<file path="config.mk">
export PLATFORM = sky130hd
export DESIGN_NAME = fixed_point_divider_flat
export DESIGN_NICKNAME = d
export VERILOG_FILES = /design/src/rtl/fixed_point_divider_pkg.sv /design/src/rtl/fixed_point_divider_if.sv /design/src/rtl/fixed_point_divider_div_step.sv /design/src/rtl/fixed_point_divider.sv /design/src/flat_wrapper.sv
export SDC_FILE = /design/constraint.sdc
export NUM_CORES = 1
export LEC_CHECK = 0
export CORE_UTILIZATION = 57
export CTS_BUF_LIST = sky130_fd_sc_hd__clkbuf_8
export DETAILED_ROUTE_END_ITERATION = 6
export PLACE_DENSITY = 0.89
export REMOVE_ABC_BUFFERS = 1
export SYNTH_ARGS = -nofsm -noshare
export SYNTH_HDL_FRONTEND = slang
export SYNTH_SLANG_ARGS = --single-unit
</file>
<file path="constraint.sdc">
create_clock -name clk -period 2.85 [get_ports clk]
set_input_delay 0.4275 -clock clk [delete_from_list [all_inputs] [get_ports clk]]
set_output_delay 0.4275 -clock clk [all_outputs]
set_load 0.01 [all_outputs]
</file>
<file path="src/rtl/fixed_point_divider_pkg.sv">
// Shared types and widths for the sequential fixed-point divider.
// DATA_WIDTH and FRAC_BITS mirror the network datapath so the divider
// matches the fixed-point multiplier format.
package fixed_point_divider_pkg;

  localparam int DATA_WIDTH = 12;
  localparam int FRAC_BITS  = 8;
  // Dividend is |a| extended by FRAC_BITS zeros; one quotient bit per bit.
  localparam int QUOT_WIDTH = DATA_WIDTH + FRAC_BITS;
  localparam int CNT_WIDTH  = $clog2(QUOT_WIDTH + 1);

  typedef enum logic [1:0] {
    ST_IDLE   = 2'd0,
    ST_DIVIDE = 2'd1,
    ST_FINISH = 2'd2,
    ST_DONE   = 2'd3
  } div_state_e;

  // Magnitude of a two's complement value. The most negative input maps to
  // 2^(DATA_WIDTH-1), which is still representable as an unsigned value.
  function automatic logic [DATA_WIDTH-1:0] abs_mag(input logic [DATA_WIDTH-1:0] v);
    logic [DATA_WIDTH-1:0] m;
    if (v[DATA_WIDTH-1]) begin
      m = ~v + {{(DATA_WIDTH-1){1'b0}}, 1'b1};
    end else begin
      m = v;
    end
    return m;
  endfunction

endpackage

</file>
<file path="src/rtl/fixed_point_divider_if.sv">
// Operand/result handshake bundle for the fixed-point divider.
// master = requester/consumer side, slave = divider side.
interface fixed_point_divider_if;

  logic                                        in_valid;
  logic                                        in_ready;
  logic [fixed_point_divider_pkg::DATA_WIDTH-1:0] a;
  logic [fixed_point_divider_pkg::DATA_WIDTH-1:0] b;
  logic                                        out_valid;
  logic                                        out_ready;
  logic [fixed_point_divider_pkg::DATA_WIDTH-1:0] y;
  logic                                        overflow;
  logic                                        div_by_zero;

  modport master (
    output in_valid, a, b, out_ready,
    input  in_ready, out_valid, y, overflow, div_by_zero
  );

  modport slave (
    input  in_valid, a, b, out_ready,
    output in_ready, out_valid, y, overflow, div_by_zero
  );

endinterface

</file>
<file path="src/rtl/fixed_point_divider_div_step.sv">
// One restoring division iteration: shift the next dividend bit into the
// partial remainder and subtract the divisor when it fits.
module fixed_point_divider_div_step
  import fixed_point_divider_pkg::*;
(
  input  logic [DATA_WIDTH-1:0] i_rem,
  input  logic                  i_bit,
  input  logic [DATA_WIDTH-1:0] i_divisor,
  output logic [DATA_WIDTH-1:0] o_rem,
  output logic                  o_q_bit
);

  logic [DATA_WIDTH:0] w_trial;

  // Trial subtraction; the remainder is always below the divisor, so the
  // low DATA_WIDTH bits of the difference are exact.
  always_comb begin
    w_trial = {i_rem, i_bit};
    if (w_trial >= {1'b0, i_divisor}) begin
      o_rem   = w_trial[DATA_WIDTH-1:0] - i_divisor;
      o_q_bit = 1'b1;
    end else begin
      o_rem   = w_trial[DATA_WIDTH-1:0];
      o_q_bit = 1'b0;
    end
  end

endmodule

</file>
<file path="src/rtl/fixed_point_divider.sv">
// Sequential signed fixed-point divider y = a / b (Q4.8 by default).
// Radix-2 restoring division on magnitudes, then sign and saturation.
module fixed_point_divider
  import fixed_point_divider_pkg::*;
(
  input  logic                  clk,
  input  logic                  rst_n,
  fixed_point_divider_if.slave  io_bus
);

  localparam logic [DATA_WIDTH-1:0] SAT_MAX    = {1'b0, {(DATA_WIDTH-1){1'b1}}};
  localparam logic [DATA_WIDTH-1:0] SAT_MIN    = {1'b1, {(DATA_WIDTH-1){1'b0}}};
  localparam logic [DATA_WIDTH-1:0] DATA_ONE   = {{(DATA_WIDTH-1){1'b0}}, 1'b1};
  localparam logic [QUOT_WIDTH-1:0] QUOT_LIMIT =
    {{(QUOT_WIDTH-DATA_WIDTH){1'b0}}, 1'b1, {(DATA_WIDTH-1){1'b0}}};
  localparam logic [CNT_WIDTH-1:0]  CNT_ONE    = {{(CNT_WIDTH-1){1'b0}}, 1'b1};
  localparam logic [CNT_WIDTH-1:0]  CNT_LAST   = CNT_WIDTH'(QUOT_WIDTH - 1);

  div_state_e            r_state;
  logic                  r_sign_q;
  logic                  r_dbz;
  logic [DATA_WIDTH-1:0] r_divisor;
  logic [DATA_WIDTH-1:0] r_rem;
  // Holds the dividend bits still to be consumed (upper end) and the quotient
  // bits produced so far (lower end); after the last step it is the quotient.
  logic [QUOT_WIDTH-1:0] r_q;
  logic [CNT_WIDTH-1:0]  r_cnt;
  logic [DATA_WIDTH-1:0] r_y;
  logic                  r_out_valid;
  logic                  r_overflow;
  logic                  r_div_by_zero;

  logic [DATA_WIDTH-1:0] w_rem_next;
  logic                  w_q_bit;
  logic [DATA_WIDTH-1:0] w_y_fin;
  logic                  w_ovf_fin;

  fixed_point_divider_div_step u_div_step (
    .i_rem     (r_rem),
    .i_bit     (r_q[QUOT_WIDTH-1]),
    .i_divisor (r_divisor),
    .o_rem     (w_rem_next),
    .o_q_bit   (w_q_bit)
  );

  // Final result selection: sign restore with saturation, or the
  // divide-by-zero substitute chosen from the dividend's sign.
  always_comb begin
    w_y_fin   = {DATA_WIDTH{1'b0}};
    w_ovf_fin = 1'b0;
    if (r_dbz) begin
      if (r_q[QUOT_WIDTH-1 -: DATA_WIDTH] == {DATA_WIDTH{1'b0}}) begin
        w_y_fin = {DATA_WIDTH{1'b0}};
      end else if (r_sign_q) begin
        w_y_fin = SAT_MIN;
      end else begin
        w_y_fin = SAT_MAX;
      end
    end else if (!r_sign_q) begin
      if (r_q >= QUOT_LIMIT) begin
        w_y_fin   = SAT_MAX;
        w_ovf_fin = 1'b1;
      end else begin
        w_y_fin   = r_q[DATA_WIDTH-1:0];
      end
    end else begin
      if (r_q > QUOT_LIMIT) begin
        w_y_fin   = SAT_MIN;
        w_ovf_fin = 1'b1;
      end else begin
        w_y_fin   = ~r_q[DATA_WIDTH-1:0] + DATA_ONE;
      end
    end
  end

  // Control FSM with all datapath registers and registered result outputs.
  always_ff @(posedge clk or negedge rst_n) begin
    if (!rst_n) begin
      r_state       <= ST_IDLE;
      r_sign_q      <= 1'b0;
      r_dbz         <= 1'b0;
      r_divisor     <= {DATA_WIDTH{1'b0}};
      r_rem         <= {DATA_WIDTH{1'b0}};
      r_q           <= {QUOT_WIDTH{1'b0}};
      r_cnt         <= {CNT_WIDTH{1'b0}};
      r_y           <= {DATA_WIDTH{1'b0}};
      r_out_valid   <= 1'b0;
      r_overflow    <= 1'b0;
      r_div_by_zero <= 1'b0;
    end else begin
      case (r_state)
        ST_IDLE: begin
          if (io_bus.in_valid) begin
            r_sign_q  <= io_bus.a[DATA_WIDTH-1] ^ io_bus.b[DATA_WIDTH-1];
            r_q       <= {abs_mag(io_bus.a), {FRAC_BITS{1'b0}}};
            r_divisor <= abs_mag(io_bus.b);
            r_rem     <= {DATA_WIDTH{1'b0}};
            r_cnt     <= {CNT_WIDTH{1'b0}};
            if (io_bus.b == {DATA_WIDTH{1'b0}}) begin
              r_dbz   <= 1'b1;
              r_state <= ST_FINISH;
            end else begin
              r_dbz   <= 1'b0;
              r_state <= ST_DIVIDE;
            end
          end
        end
        ST_DIVIDE: begin
          r_rem <= w_rem_next;
          r_q   <= {r_q[QUOT_WIDTH-2:0], w_q_bit};
          if (r_cnt == CNT_LAST) begin
            r_state <= ST_FINISH;
          end else begin
            r_cnt <= r_cnt + CNT_ONE;
          end
        end
        ST_FINISH: begin
          r_y           <= w_y_fin;
          r_overflow    <= w_ovf_fin;
          r_div_by_zero <= r_dbz;
          r_out_valid   <= 1'b1;
          r_state       <= ST_DONE;
        end
        ST_DONE: begin
          if (io_bus.out_ready) begin
            r_out_valid <= 1'b0;
            r_state     <= ST_IDLE;
          end
        end
        default: begin
          r_out_valid <= 1'b0;
          r_state     <= ST_IDLE;
        end
      endcase
    end
  end

  assign io_bus.in_ready    = (r_state == ST_IDLE);
  assign io_bus.out_valid   = r_out_valid;
  assign io_bus.y           = r_y;
  assign io_bus.overflow    = r_overflow;
  assign io_bus.div_by_zero = r_div_by_zero;

endmodule

</file>
<file path="src/flat_wrapper.sv">
// flat-port wrapper written by rule: the top's interface ports become plain ports
module fixed_point_divider_flat import fixed_point_divider_pkg::*;
  (clk, rst_n, io_bus_in_valid, io_bus_a, io_bus_b, io_bus_out_ready, io_bus_in_ready, io_bus_out_valid, io_bus_y, io_bus_overflow, io_bus_div_by_zero);
  fixed_point_divider_if io_bus_i ();
  input  logic clk;
  input  logic rst_n;
  input wire logic [$bits(io_bus_i.in_valid)-1:0] io_bus_in_valid;
  input wire logic [$bits(io_bus_i.a)-1:0] io_bus_a;
  input wire logic [$bits(io_bus_i.b)-1:0] io_bus_b;
  input wire logic [$bits(io_bus_i.out_ready)-1:0] io_bus_out_ready;
  output wire logic [$bits(io_bus_i.in_ready)-1:0] io_bus_in_ready;
  output wire logic [$bits(io_bus_i.out_valid)-1:0] io_bus_out_valid;
  output wire logic [$bits(io_bus_i.y)-1:0] io_bus_y;
  output wire logic [$bits(io_bus_i.overflow)-1:0] io_bus_overflow;
  output wire logic [$bits(io_bus_i.div_by_zero)-1:0] io_bus_div_by_zero;
  assign io_bus_i.in_valid = io_bus_in_valid;
  assign io_bus_i.a = io_bus_a;
  assign io_bus_i.b = io_bus_b;
  assign io_bus_i.out_ready = io_bus_out_ready;
  assign io_bus_in_ready = io_bus_i.in_ready;
  assign io_bus_out_valid = io_bus_i.out_valid;
  assign io_bus_y = io_bus_i.y;
  assign io_bus_overflow = io_bus_i.overflow;
  assign io_bus_div_by_zero = io_bus_i.div_by_zero;
  fixed_point_divider u_core (.clk(clk), .rst_n(rst_n), .io_bus(io_bus_i));
endmodule
</file>
---- Yosys cells after proc, flatten, opt, wreduce, memory -nomap -nowiden ----
Cells that the tools add are included.
W data, S select, Z words.
word-level totals
  output and inout bits ................... 16
  flip-flop bits (word level) ............. 68
  word-level logic and storage cells ...... 70
operators by class
  eq/ne operators ......................... 8
  magnitude comparators ................... 3
  bitwise operators ....................... 4
  reduce and logical (&&, ||, !) cells .... 10
  add/sub/neg operators ................... 5
  mux-type cells .......................... 29
operator list
  kind                     number
  $mux W12                 10
  $pmux W20 S2             1
  $add A12 B1 Y12 const B  3
  $not A12 Y12             3
  $logic_not A12 Y1        2
  $pmux W12 S2             1
  $ge A20 B12 Y1 const B   1
  $gt A20 B12 Y1 const B   1
  $mux W20                 1
  $ge A13 B12 Y1           1
  $sub A12 B12 Y12         1
  $mux W5                  2
  $pmux W5 S2              1
  $mux W2                  4
  $pmux W2 S4              1
  $mux W1                  7
  $ne A2 B2 Y1 const B     3
  $reduce_and A2 Y1        3
  $reduce_and A3 Y1        2
  $add A5 B1 Y5 const B    1
  $eq A5 B5 Y1 const B     1
  $eq A2 B2 Y1 const B     2
  $reduce_bool A2 Y1       2
  $eq A2 B1 Y1 const B     1
  other kinds (4)          4

---- Depth between registers and ports, before layout ----
  depth in word-level cells ............... 5
  mapped depth ............................ 9

---- Cells and area by module ----
Synthesis repeated with hierarchy kept, for this count alone.
second synthesis, totals
  cells, all modules ...................... 493
  area, all modules ....................... 4531.8 µm²
modules (own cells, without submodules)
  module                        cells each  instances  area each (µm²)
  fixed_point_divider           385         1          3676.0
  fixed_point_divider_div_step  108         1          855.8

---- Least setup slack after synthesis ----
OpenSTA, ideal clock, no wires.
  path type ............................... reg-to-reg
  start ................................... register u_core.r_q[0]
  end ..................................... register u_core.r_y[11] (netlist: u_core.io_bus.y[11])
  buffers on the path ..................... 0
  period minus slack after synthesis ...... 2.265 ns
  data arrival time ....................... 2.136 ns
  stages on the path, launching flop included .. 8
  slack ................................... 0.585 ns
  cells stage by stage .................... dfrtp_1 -> inv_1 -> ha_1 -> or4b_4 -> or4b_4 -> a21o_1 -> o311ai_1 -> o21ai_1
between the ends
  longest elaborated chain between the ends .. 5
RTL lines
  element                 line                        RTL
  start, declared         fixed_point_divider.sv:26   logic [QUOT_WIDTH-1:0] r_q;
  start signal, assigned  fixed_point_divider.sv:84   r_q <= {QUOT_WIDTH{1'b0}};
  start signal, assigned  fixed_point_divider.sv:95   r_q <= {abs_mag(io_bus.a), {FRAC_BITS{1'b0}}};
  start signal, assigned  fixed_point_divider.sv:110  r_q <= {r_q[QUOT_WIDTH-2:0], w_q_bit};
  $not A12 Y12            fixed_point_divider.sv:71   w_y_fin = ~r_q[DATA_WIDTH-1:0] + DATA_ONE;
  $add A12 B1 Y12         fixed_point_divider.sv:71
  $mux W12                fixed_point_divider.sv:67   if (r_q > QUOT_LIMIT) begin
  $mux W12 *              fixed_point_divider.sv:59   end else if (!r_sign_q) begin
  $mux W12 *              fixed_point_divider.sv:51   if (r_dbz) begin
  end signal, assigned    fixed_point_divider.sv:86   r_y <= {DATA_WIDTH{1'b0}};
  end signal, assigned    fixed_point_divider.sv:118  r_y <= w_y_fin;
  end, declared           fixed_point_divider.sv:28   logic [DATA_WIDTH-1:0] r_y;
Mark *: on every way between the ends. The rest lies on a longest branch, timed or not.
A chain may end at the register's enable or synchronous reset.

---- Final worst setup path ----
Same ends and word-level chain as after synthesis.

==> flow_summary.ini <==
[power_and_ir_drop]
p_leak_nw = 2.23
power_frac_comb = 0.568
vdd_drop_max_uv = 591
p_clk_frac = 0.118
internal_power_mw = 3.05
p_switching_mw = 2.42
powerDensity_nw_per_um2 = 1080
seqPwrFrac = 0.314
switching_share = 0.442

[worst_setup_path]
worst-path-max-fanout = 4
reg2regPathDepth = 7
worst_ep_required_time_ns = 3.07
worstSetupStartpointType = flip-flop
critical_path_class = reg -> reg
endpoint_kind = flip-flop
arrival_ns = 2.63

[die]
dieArea_um2 = 8100
top_level_ports = 44
initial_core_util = 0.599
rows = 31
die_w_um = 90.0
coreArea_um2 = 7370
die_y_um = 90.0

[clocking]
htree_levels = 3
cts_max_path_buffers = 2
cts.sinks = 68
cts_buffers = 9
root_buffer = clkbuf_8
cts.clk_slew.worst_paths_ns = 0.07
cts.repair.resized = 0
cts_setup_buffers = 0
cts_tree = built
clk_latency_ns = 0.35
ctsHoldBuffers = 0

[logic_synthesis]
synth_common_cells = 72 x nand2_1, 68 x dfrtp_1, 62 x o21ai_0, 34 x nor2_1, 30 x a21oi_1
ys_types = 58
yosysWarnings = 0
yosysMostFrequentCell = nand2_1
ys_seq_area_frac = 0.385
ys_ff_latch = 68
synth_edf_count = 0
syn-instance-count = 513
synth_area_um2 = 4420
synth_ff_type = dfrtp_1
avgSynthCellArea_um2 = 8.61
netlist.area_leader.share = 0.385
synth.area.top_cells = dfrtp_1 39%, o21ai_0 7.0%, nand2_1 6.1%, ha_1 5.7%, xor2_1 4.2%
synth_top_cell_by_area = dfrtp_1
async_reset_ff_frac = 1.00

[placement]
place_ws_ns = 0.329
gp_congestion = 0.893
dp_hpwl_um = 7260
placed_cell_area_um2 = 4930
numPortBuffers = 43

[finish]
fin_nets = 604
diodes = 0
final_util = 0.689
final_design_area_no_fill_um2 = 5080
area_growth_pct = 15.0
drive_gt1_frac = 0.0662

[routing]
vias_per_cell = 5.90
vias = 3885
drc_errors = 0
drtIter0Drc = 284
drtPass1Iterations = 5
antenna_left = 0
wl_per_cell_um = 14.6
wirelength_um = 9630

[timing]
tightest_slew_ns = 1.01
fin_crit_sh = 0.845
min_period_ns = 2.41
fin_ws_ns = 0.442
finalSetupTns_ns = 0
setup_violations = 0
fmax_ghz = 0.415
relSlewSlack = 0.328
finClkSkew_ns = 0.0105
slew_viol_final = 0
hold_viol = 0
rsz0062_at_grt = no

[global_routing]
grt_pass1_wl_um = 16900
antenna_found_initial = 0
gr-total-overflow = 0
grt_max_degree = 41
grt_pass1_vias = 3808
grtUsageTotal = 0.254

[worst_hold_path]
hp-class = in -> async

[outcome]
status = completed

[run]
maxCapViolCount = 0
layer usage:
layer	GRT usage	wire length, um	vias up
li1	-	-	1914
met1	0.309	4240	1845
met2	0.427	4670	104
met3	0.0609	495	22
met4	0.112	222	0
met5	0	0	-
critical path: stages (launching register included):
cell,delay [ns]
dfrtp_1,0.37
inv_1,0.11
ha_1,0.21
or4b_4,0.51
or4b_4,0.53
a21o_1,0.20
o311ai_1,0.26
o21ai_1,0.09
cells in the final DEF, fill, tap and decap left out, drive strengths merged, types with 5 or more instances in the layout:
cell | synthesis | final
nand2 | 72 | 72
dfrtp | 68 | 68
o21ai | 66 | 66
clkdlybuf4s50 | 0 | 42
nor2 | 34 | 34
inv | 29 | 32
a21oi | 31 | 31
xor2 | 21 | 21
ha | 20 | 20
nand2b | 11 | 11
xnor2 | 11 | 11
mux2i | 11 | 11
buf | 4 | 11
nand3 | 9 | 9
nor3 | 9 | 9
clkbuf | 17 | 9
nor4 | 8 | 8
a22o | 8 | 8
o211ai | 6 | 6
or3 | 6 | 6
o2111ai | 5 | 5
final timing paths:
path / start / to / slack, ns
hold / removal: rst_n / u_core.io_bus.y[11] / 0.10
max in group asynchronous: rst_n / u_core.r_divisor[5] / 2.11
setup reg to reg: u_core.r_q[0] / u_core.io_bus.y[11] / 0.44
hold reg to reg: u_core.io_bus.y[8] / u_core.io_bus.y[8] / 0.48
setup / recovery: u_core.r_q[0] / u_core.io_bus.y[11] / 0.44
min in group clk: u_core.io_bus.y[8] / u_core.io_bus.y[8] / 0.48
state kept, by name, indices dropped and copies added, names as in the netlist:
signal and count:
u_core.r_q 20, u_core.io_bus.y 12, u_core.r_divisor 12, u_core.r_rem 12, u_core.r_cnt 5, u_core.r_state 2, u_core.io_bus.div_by_zero 1, u_core.io_bus.out_valid 1
u_core.io_bus.overflow 1, u_core.r_dbz 1, u_core.r_sign_q 1
through the flow:
step	std cells	power (mW)	hold slack, ns
2_1_floorplan	491	3.80	0.132
5_1_grt	658	5.96	0.153
3_5_place_dp	643	4.80	0.468
6_report	658	5.47	0.103
3_3_place_gp	643	4.67	0.463
4_1_cts	658	5.46	0.126
area by class of cell:
cell class / count / area, um2
clock buffers: 9 / 124
repair buffers: 53 / 513
fillers: 590 / 2290
well taps: 99 / 124
multi-input cells: 393 / 2470
clock inverters: 6 / 26.3
flip-flops and latches: 68 / 1700
inverters: 30 / 113
logic make-up after synthesis:
logic type | after synthesis | share of synthesized area
simple gates | 173 | 0.188
compound gates | 154 | 0.217
xor+xnor | 32 | 0.0635
buf+inv | 52 | 0.0550
fa+ha+maj | 21 | 0.0612
mux | 13 | 0.0300
flops | 68 | 0.385
power groups by stage:
stage | clock [mW] | combinational (mW) | sequential, mW
3_5_place_dp | 0 | 3.08 | 1.72
5_1_grt | 0.698 | 3.50 | 1.77
4_1_cts | 0.656 | 3.09 | 1.71
6_report | 0.643 | 3.11 | 1.72
3_3_place_gp | 0 | 2.96 | 1.70
2_1_floorplan | 0 | 2.12 | 1.67
Note: power is estimated with default switching activity, not from simulation.
